--- src/rtl/apb_pkg.sv ---
// apb_pkg: shared APB bus defaults, fabric state encoding and index-width helper
package apb_pkg;
  localparam int APB_ADDR_WIDTH = 32;
  localparam int APB_DATA_WIDTH = 32;
  localparam int APB_STRB_WIDTH = APB_DATA_WIDTH / 8;
  typedef enum logic [1:0] {IDLE, DSETUP, DACCESS, RESP} fabric_state_e;
  function automatic int idx_width(input int n);
    return n > 1 ? $clog2(n) : 1;
  endfunction
endpackage

--- src/rtl/apb_addr_decode.sv ---
// apb_addr_decode: base/mask window match, lowest matching slave index wins
module apb_addr_decode import apb_pkg::*; #(
  parameter int ADDR_WIDTH = APB_ADDR_WIDTH,
  parameter int NUM_SLAVES = 4,
  parameter logic [NUM_SLAVES*ADDR_WIDTH-1:0] SLAVE_BASE = '0,
  parameter logic [NUM_SLAVES*ADDR_WIDTH-1:0] SLAVE_MASK = '0,
  parameter int IW = idx_width(NUM_SLAVES)
) (
  input  logic [ADDR_WIDTH-1:0] paddr,
  output logic                  hit,
  output logic [IW-1:0]         idx
);
  always_comb begin
    hit = 1'b0;
    idx = '0;
    for (int i = NUM_SLAVES - 1; i >= 0; i--)
      if ((paddr & SLAVE_MASK[i*ADDR_WIDTH +: ADDR_WIDTH]) ==
          (SLAVE_BASE[i*ADDR_WIDTH +: ADDR_WIDTH] & SLAVE_MASK[i*ADDR_WIDTH +: ADDR_WIDTH])) begin
        hit = 1'b1;
        idx = IW'(i);
      end
  end
endmodule

--- src/rtl/apb_fabric.sv ---
// apb_fabric: one-to-N APB interconnect with registered response, decode-error
// and access-timeout reporting
module apb_fabric import apb_pkg::*; #(
  parameter int ADDR_WIDTH = APB_ADDR_WIDTH,
  parameter int DATA_WIDTH = APB_DATA_WIDTH,
  parameter int STRB_WIDTH = DATA_WIDTH / 8,
  parameter int NUM_SLAVES = 4,
  parameter logic [NUM_SLAVES*ADDR_WIDTH-1:0] SLAVE_BASE = '0,
  parameter logic [NUM_SLAVES*ADDR_WIDTH-1:0] SLAVE_MASK = '0,
  parameter int TIMEOUT_CYCLES = 16
) (
  input  logic                             pclk,
  input  logic                             preset,
  input  logic [ADDR_WIDTH-1:0]            up_paddr,
  input  logic                             up_psel,
  input  logic                             up_penable,
  input  logic                             up_pwrite,
  input  logic [DATA_WIDTH-1:0]            up_pwdata,
  input  logic [STRB_WIDTH-1:0]            up_pstrb,
  input  logic [2:0]                       up_pprot,
  output logic [DATA_WIDTH-1:0]            up_prdata,
  output logic                             up_pready,
  output logic                             up_pslverr,
  output logic [NUM_SLAVES-1:0]            dn_psel,
  output logic [ADDR_WIDTH-1:0]            dn_paddr,
  output logic                             dn_penable,
  output logic                             dn_pwrite,
  output logic [DATA_WIDTH-1:0]            dn_pwdata,
  output logic [STRB_WIDTH-1:0]            dn_pstrb,
  output logic [2:0]                       dn_pprot,
  input  logic [NUM_SLAVES*DATA_WIDTH-1:0] dn_prdata,
  input  logic [NUM_SLAVES-1:0]            dn_pready,
  input  logic [NUM_SLAVES-1:0]            dn_pslverr,
  output logic                             decerr_evt,
  output logic                             timeout_evt
);
  localparam int IW = idx_width(NUM_SLAVES);
  localparam int CW = $clog2(TIMEOUT_CYCLES) + 1;
  fabric_state_e state, state_n;
  logic [ADDR_WIDTH-1:0] addr_q;
  logic [DATA_WIDTH-1:0] wdata_q, rdata_q;
  logic [STRB_WIDTH-1:0] strb_q;
  logic [2:0] prot_q;
  logic [IW-1:0] idx_q, idx;
  logic [CW-1:0] cnt_q;
  logic write_q, err_q, dec_q, to_q, hit;
  logic setup, sel_ready, expire;
  logic [NUM_SLAVES-1:0] onehot;
  apb_addr_decode #(
    .ADDR_WIDTH(ADDR_WIDTH), .NUM_SLAVES(NUM_SLAVES),
    .SLAVE_BASE(SLAVE_BASE), .SLAVE_MASK(SLAVE_MASK)
  ) u_decode (.paddr(up_paddr), .hit(hit), .idx(idx));
  assign setup = up_psel && !up_penable;
  assign sel_ready = dn_pready[idx_q];
  assign expire = cnt_q == CW'(TIMEOUT_CYCLES - 1);
  assign onehot = NUM_SLAVES'(1) << idx_q;
  assign dn_paddr = addr_q;
  assign dn_pwrite = write_q;
  assign dn_pwdata = wdata_q;
  assign dn_pstrb = strb_q;
  assign dn_pprot = prot_q;
  assign up_prdata = up_pready ? rdata_q : '0;
  assign up_pslverr = up_pready && err_q;
  assign decerr_evt = up_pready && dec_q;
  assign timeout_evt = up_pready && to_q;
  always_comb begin
    state_n = state;
    dn_psel = '0;
    dn_penable = 1'b0;
    up_pready = 1'b0;
    case (state)
      IDLE: if (setup) state_n = hit ? DSETUP : RESP;
      DSETUP: begin
        dn_psel = onehot;
        state_n = DACCESS;
      end
      DACCESS: begin
        dn_psel = onehot;
        dn_penable = 1'b1;
        if (sel_ready || expire) state_n = RESP;
      end
      RESP: begin
        up_pready = 1'b1;
        state_n = IDLE;
      end
      default: state_n = IDLE;
    endcase
  end
  always_ff @(posedge pclk) begin
    if (preset) begin
      state <= IDLE;
      addr_q <= '0;
      wdata_q <= '0;
      rdata_q <= '0;
      strb_q <= '0;
      prot_q <= '0;
      idx_q <= '0;
      cnt_q <= '0;
      write_q <= 1'b0;
      err_q <= 1'b0;
      dec_q <= 1'b0;
      to_q <= 1'b0;
    end else begin
      state <= state_n;
      if (state == IDLE && setup) begin
        addr_q <= up_paddr;
        write_q <= up_pwrite;
        wdata_q <= up_pwdata;
        strb_q <= up_pstrb;
        prot_q <= up_pprot;
        idx_q <= idx;
        cnt_q <= '0;
        rdata_q <= '0;
        err_q <= !hit;
        dec_q <= !hit;
        to_q <= 1'b0;
      end
      // ready on the final allowed cycle still wins over the timeout
      if (state == DACCESS) begin
        if (sel_ready) begin
          rdata_q <= write_q ? '0 : dn_prdata[idx_q*DATA_WIDTH +: DATA_WIDTH];
          err_q <= dn_pslverr[idx_q];
        end else if (expire) begin
          rdata_q <= '0;
          err_q <= 1'b1;
          to_q <= 1'b1;
        end else begin
          cnt_q <= cnt_q + 1'b1;
        end
      end
    end
  end
endmodule

--- config.mk ---
export PLATFORM = sky130hd
export DESIGN_NAME = apb_fabric
export DESIGN_NICKNAME = d
export VERILOG_FILES = /design/src/rtl/apb_pkg.sv /design/src/rtl/apb_addr_decode.sv /design/src/rtl/apb_fabric.sv
export SDC_FILE = /design/constraint.sdc
export NUM_CORES = 1
export LEC_CHECK = 0
export BUFFER_PORTS_ARGS = -buffer_cell sky130_fd_sc_hd__buf_4
export CAP_MARGIN = 20
export CORE_AREA = 5 5 124 126
export CTS_BUF_LIST = sky130_fd_sc_hd__clkbuf_8
export CTS_CLUSTER_SIZE = 14
export DETAILED_ROUTE_END_ITERATION = 10
export DIE_AREA = 0 0 129 131
export GPL_ROUTABILITY_DRIVEN = 0
export HOLD_SLACK_MARGIN = 0.1
export PLACE_DENSITY = 0.68
export SYNTH_ARGS = -nofsm -noshare
export SYNTH_HDL_FRONTEND = slang
export SYNTH_SLANG_ARGS = --single-unit
export TNS_END_PERCENT = 100
--- constraint.sdc ---
create_clock -name pclk -period 2.15 [get_ports pclk]
set_input_delay 0.215 -clock pclk [delete_from_list [all_inputs] [get_ports pclk]]
set_output_delay 0.215 -clock pclk [all_outputs]
set_load 0.01 [all_outputs]
==> results.md, run 1 <==
* Status: completed
* Multi-input logic area at 1770 µm²
* Synth-to-layout area growth at 76.5%
* Worst Path Required at 1930 ps
* Highest Clock Rate at 556 MHz
* Commonest non-fill, non-tap cell in the layout: buf_4
* Worst setup margin at 352 ps
* #FFs+latches synth at 113
* Vias/cell at 4.50
* Commonest non-fill, non-tap cells in the layout: buf_4 (225), nand2_1 (147), dfxtp_1 (113)
* Element type at the critical path start: register
* Vias post-DR at 4,471
* Min Tclk post-route at 1800 ps
* Cell Chain, Critical Path: ha_1 > buf_4 > and2_1 > buf_4
* Worst Skew at 6.29 ps
* Layout Cells excl Fill at 994
* Mapped Cells at 483
* Final setup violation count at 0
* Kind of critical path: register to output pin
* VDD IR max at 471 µV
* Vias in the first global route at 4,507
* Root Buffer: clkbuf_8
* Pre-CTS WS at 449 ps
* Clock Path Buffers at 2
* CP dominant cell by count: buf_4
* Mean post-synth cell area at 8.77 µm²
* Rel. slew slack at 0.643
* Floorplan row count at 44
* GRT Util Overall at 0.167
* Initial Util at 0.298
* Critical path arrival at 1580 ps
* Post-synthesis sequential area ratio at 0.534
* CTS sink cnt at 113
* YS warnings at 0
* Clock latency on the worst-skew pair at 430 ps
* Drt first pass iters at 5
* IO Port Bufs at 218
* Max_cap viols at 0
* CP max stage cell: dfxtp_1
* Post-DRT Antenna Nets at 0
* Hold crit path type: input pin to register
* Cell Pwr Density at 801 nW/µm²
* Post-route DRC at 0
* H-tree depth at 4
* TritonCTS buffer count at 17
* Layout Nets at 1,013
* Placed Cells at 857
* Max FO, Critical Path at 35
* Final Hold Viols at 0
* Fin Setup TNS at 0 ps
* Iter 0 DRT Violations at 153
* Die height at 131 µm
* Synth top area cells: dfxtp_1 (53%), nand2_1 (13%), a21oi_1 (8.9%), and2_1 (5.0%), a22o_2 (4.5%)
* Placed Instance Area at 6000 µm²
* Ratio of cells with drive above 1 in the final layout at 0.349
* Pleak at 3.30 nW
* CP peak stage delay at 390 ps
* Post-synthesis instance area at 4240 µm²
* Final HPWL from detailed placement at 8950 µm
* Flip-flop and latch area at 2260 µm²
* Initial antenna violation count at 0
* Final WL at 14,300 µm
* Synth unique cells at 34
* # fillers at 1,260
* Post-synth top area share at 0.534
* CTS tree: yes
* Cell taking the most area after synthesis: dfxtp_1
* Die X at 129 µm
* Reg clk slew, reported paths at 70 ps
* RSZ-0062 raised after global routing: false
* CORE AREA at 14,200 µm²
* Setup repair bufs after CTS at 0
* Max-slew violation count at 0
* Top Ports at 325
* First-pass GRT wire length at 22,500 µm
* Wirelength per Cell at 14.4 µm
* Largest net degree at the start of global routing at 50
* Slew @ Worst Pin at 535 ps
* Grt ovf at 0
* Die area at 16,900 µm²
* # diodes at 0
* Final Cell Area at 7480 µm²
* Critical Path End Type: output pin
* Period utilization at 0.836
-- worst max-delay path: cells and delay by family (launching register included) --
| kind | cells | cell delay [ps] |
|---|---|---|
| DFF | 1 | 390 |
| and+or+nand+nor | 1 | 200 |
| adders and majority gates | 1 | 170 |
| buffers and inverters | 2 | 390 |
-- where the power goes --
| group | internal [W] | switching (W) | total [W] |
|---|---|---|---|
| Clock | 0.00124 | 0.000865 | 0.00211 |
| Sequential | 0.00232 | 0.000118 | 0.00244 |
| Combinational | 0.000720 | 0.000723 | 0.00144 |
| Total | 0.00428 | 0.00171 | 0.00599 |
-- flip-flops by register name, summed over array words and instances (netlist names) --
register	cells
cnt_q	5
dn_paddr	32
dn_pprot	3
dn_pwdata	32
rdata_q	32
to_q	1
dn_pwrite	1
err_q	1
dn_pstrb	4
state	2
-- through the flow --
step | util | hold WS (ps) | power (W)
after detailed placement | 0.422 | 434 | 0.00377
after floorplan | - | 348 | 0.00318
after global placement | 0.422 | 433 | 0.00375
after CTS | 0.526 | 126 | 0.00606
final | 0.526 | 156 | 0.00599
after global routing | 0.526 | 161 | 0.00633
-- synth_stat cells, drive strengths merged --
library cell	count
nand2	147
a22o	33
a211oi	4
mux2i	1
a21o	1
a31oi	1
nand3	2
nor2	3
nor2b	1
ha	4
inv	2
nand4b	1
dfxtp	113
nand2b	4
clkbuf	15
nor3	1
o21a	1
a21oi	75
and3b	1
or3	2
o211ai	3
conb	1
nand3b	1
and2	34
buf	25
and4b	2
a22oi	1
nand4	2
o21ai	2
-- kinds of logic after synthesis --
logic type | count (synthesis) | share of synthesized area
AOI/OAI and AO/OA | 121 | 0.187
adders and majority gates | 4 | 0.0118
buffers and inverters | 42 | 0.0526
DFF | 113 | 0.534
muxes | 1 | 0.00236
other | 1 | 0.000885
and+or+nand+nor | 201 | 0.211
-- cell type report --
type	count	area share
clock buffers	24	0.0442
clock inverters	8	0.0132
inverters	2	0.00100
multi-input cells	331	0.236
flip-flops and latches	113	0.303
well taps	184	0.0308
repair buffers	332	0.372
-- metal layers --
| metal | global-route usage | routed length, µm | share of wire | vias up |
|---|---|---|---|---|
| met5 | 0 | 0 | 0 | - |
| met4 | 0.0513 | 217 | 0.015 | 0 |
| met3 | 0.0715 | 1310 | 0.091 | 20 |
| met2 | 0.267 | 6580 | 0.46 | 179 |
| met1 | 0.203 | 6160 | 0.43 | 2031 |
| li1 | - | - | - | 2241 |
-- what timing repair did --
action / in CTS / in global routing
endpoints found under the hold margin: 105 / 0
gates resized for setup: 0 / 0
hold buffers: 105 / 0
-- worst paths after layout --
check | from | to | slack (ps) | cells after the start
worst max-delay path | state[1]$_SDFFE_PP0P_ | up_prdata[27] | 350 | 4
worst min-delay path | dn_pready[0] | err_q$_SDFF_PP0_ | 160 | 4
worst max register to register | state[0]$_SDFFE_PP0P_ | cnt_q[3]$_SDFF_PP0_ | 410 | 5
worst min register to register | dn_pwdata[4]$_SDFFE_PP0P_ | dn_pwdata[4]$_SDFFE_PP0P_ | 450 | 2
(Power assumes the default switching activity.)
==> run 2: changes to the inputs <==
Settings changed: CORE_AREA 5 5 124 126 to 5 5 123 125, DIE_AREA 0 0 129 131 to 0 0 128 130, PLACE_DENSITY 0.68 to 0.71.
Clock period 2.15 ns to 1.5 ns, I/O delays scaled along.
==> run 2 against run 1 <==
  * The run now ends with setup timing left
  * Total power increased by 62%
  * Global-route usage grew 1.7 points
  * First-iteration DRC count is 41% higher
  * Sequential cell count unchanged
  * Die area decreased by 1.5%
  * Sequential share of layout area shrank 4.6 points
  * Register-to-register slack worse by 520 ps
  * Largest power group unchanged
==> results.md, run 2 (synthesized netlist as in run 1, its figures left out) <==
* Commonest non-fill, non-tap cell in the layout: buf_4
* Period utilization at 1.11
* Drt first pass iters at 4 (-1)
* Root Buffer: clkbuf_8
* Largest net degree at the start of global routing at 61 (+22%)
* Floorplan row count at 43 (-2.3%)
* CORE AREA at 13,800 µm² (-3.0%)
* Status: finished, violations left
* CP max stage cell: dfxtp_2
* Die X at 128 µm (-0.78%)
* Vias/cell at 4.81 (+6.9%)
* Iter 0 DRT Violations at 216 (+41%)
* Critical Path End Type: output pin
* VDD IR max at 741 µV (+57%)
* Vias post-DR at 4,965 (+11%)
* Initial antenna violation count at 1 (+1)
* GRT Util Overall at 0.183 (+0.0167)
* IO Port Bufs at 218 (unchanged)
* Worst Path Required at 1350 ps (-580 ps)
* Final setup violation count at 95 (+95)
* Power Total at 0.00972 W (+62%)
* Placed Cells at 869 (+1.4%)
* Hold crit path type: input pin to register
* First-pass GRT wire length at 24,100 µm (+7.3%)
* Min Tclk post-route at 1670 ps
* Layout Nets at 1,057 (+4.3%)
* Die height at 130 µm (-0.76%)
* Wirelength per Cell at 17.7 µm (+23%)
* Final WL at 18,200 µm (+28%)
* Synth-to-layout area growth at 109%
* CTS tree: yes
* TritonCTS buffer count at 17 (unchanged)
* Clock Path Buffers at 2 (unchanged)
* Cell Pwr Density at 1100 nW/µm² (+37%)
* Kind of critical path: register to output pin
* Critical path arrival at 1520 ps (-60 ps)
* Worst Skew at 10.0 ps (+3.74 ps)
* Initial Util at 0.308 (+0.00932)
* Max_cap viols at 0 (unchanged)
* Max FO, Critical Path at 18 (-49%)
* Worst setup margin at -169 ps (-521 ps)
* CTS sink cnt at 113 (unchanged)
* Rel. slew slack at 0.493 (-0.150)
* CP dominant cell by count: buf_4
* CP peak stage delay at 320 ps (-70 ps)
* Vias in the first global route at 4,805 (+6.6%)
* Cell Chain, Critical Path: buf_4 > ha_4 > buf_12 > and2_1 > buf_4
* Clock latency on the worst-skew pair at 440 ps (about the same)
* Final Hold Viols at 0 (unchanged)
* H-tree depth at 4 (unchanged)
* Fin Setup TNS at -6970 ps (-6970 ps)
* Post-DRT Antenna Nets at 0 (unchanged)
* Reg clk slew, reported paths at 60 ps (about the same)
* Pleak at 3.95 nW (+20%)
* Element type at the critical path start: register
* Commonest non-fill, non-tap cells in the layout: buf_4 (210), dfxtp_1 (110), dlygate4sd3_1 (106)
* Failing checks: setup timing
* Post-route DRC at 0 (unchanged)
* RSZ-0062 raised after global routing: true
* Final HPWL from detailed placement at 9050 µm (+1.2%)
* Ratio of cells with drive above 1 in the final layout at 0.496 (+0.147)
* Highest Clock Rate at 599 MHz
* Slew @ Worst Pin at 760 ps (+225 ps)
* Grt ovf at 0 (unchanged)
* Top Ports at 325 (unchanged)
* Die area at 16,600 µm² (-1.5%)
* Max-slew violation count at 0 (unchanged)
* Layout Cells excl Fill at 1,033 (+3.9%)
==> run 2: changes by cell type in the layout (fill, tap and decap cells not counted), sizes merged <==
cell,previous run,this run
buf,227,258
dlygate4sd3,105,106
clkinv,4,3
clkbuf,24,32
diode,0,2
inv,2,5
clkinvlp,2,1
==> run 2: path summary, 6_finish.rpt <==
path	startpoint	endpoint	slack, ps	cells after the start
hold / removal	up_penable	state[1]$_SDFFE_PP0P_	190	4
hold reg to reg	dn_pwdata[16]$_SDFFE_PP0P_	dn_pwdata[16]$_SDFFE_PP0P_	450	2
setup reg to reg	state[1]$_SDFFE_PP0P_	dn_pwdata[23]$_SDFFE_PP0P_	-110	9
setup / recovery	state[0]$_SDFFE_PP0P_	up_prdata[16]	-170	5
==> run 2: routing by layer <==
| layer | share of wire | GRT usage |
|---|---|---|
| met2 | 0.50 | 0.309 |
| met4 | 0.031 | 0.0712 |
| met5 | 0 | 0 |
| met3 | 0.080 | 0.0798 |
| met1 | 0.39 | 0.205 |
==> run 2: cell type report <==
| type | count | area, µm² |
|---|---|---|
| fill | 1032 | 4920 |
| sequential | 113 | 2270 |
| timing repair buffer | 376 | 3660 |
| clock inverter | 9 | 93.8 |
| inverter | 2 | 10.0 |
| clock buffer | 20 | 275 |
| multi-input combinational | 331 | 2320 |
| antenna | 2 | 5.00 |
| tap | 180 | 225 |
==> run 2: what timing repair did <==
action	CTS	global route
resized for setup	13	177
cloned	4	13
setup buffers	5	6
hold buffers	106	0
pin swaps	2	55
endpoints found under the hold margin	105	0
setup endpoints to repair	124	143
==> run 2: per-stage QoR <==
| stage | utilization | hold WS, ps | cell area, µm² | setup slack, ps |
|---|---|---|---|---|
| after floorplan | - | 283 | 4250 | 3.28 |
| after global placement | 0.450 | 368 | 6190 | -145 |
| after detailed placement | 0.450 | 370 | 6190 | -157 |
| after CTS | 0.569 | 164 | 7840 | -188 |
| after global routing | 0.642 | 193 | 8850 | -242 |
| final | 0.643 | 195 | 8850 | -169 |
==> run 2: worst max-delay path, delay by kind of cell, from the launching register on <==
family,cells,cell delay (ps)
and+or+nand+nor,1,170
DFF,1,320
buffers and inverters,3,430
adders and majority gates,1,180
==> run 2: report_power, final <==
part / switching [W] / internal [W]
clock network: 0.00119 / 0.00155
registers: 0.000226 / 0.00333
logic: 0.00151 / 0.00191
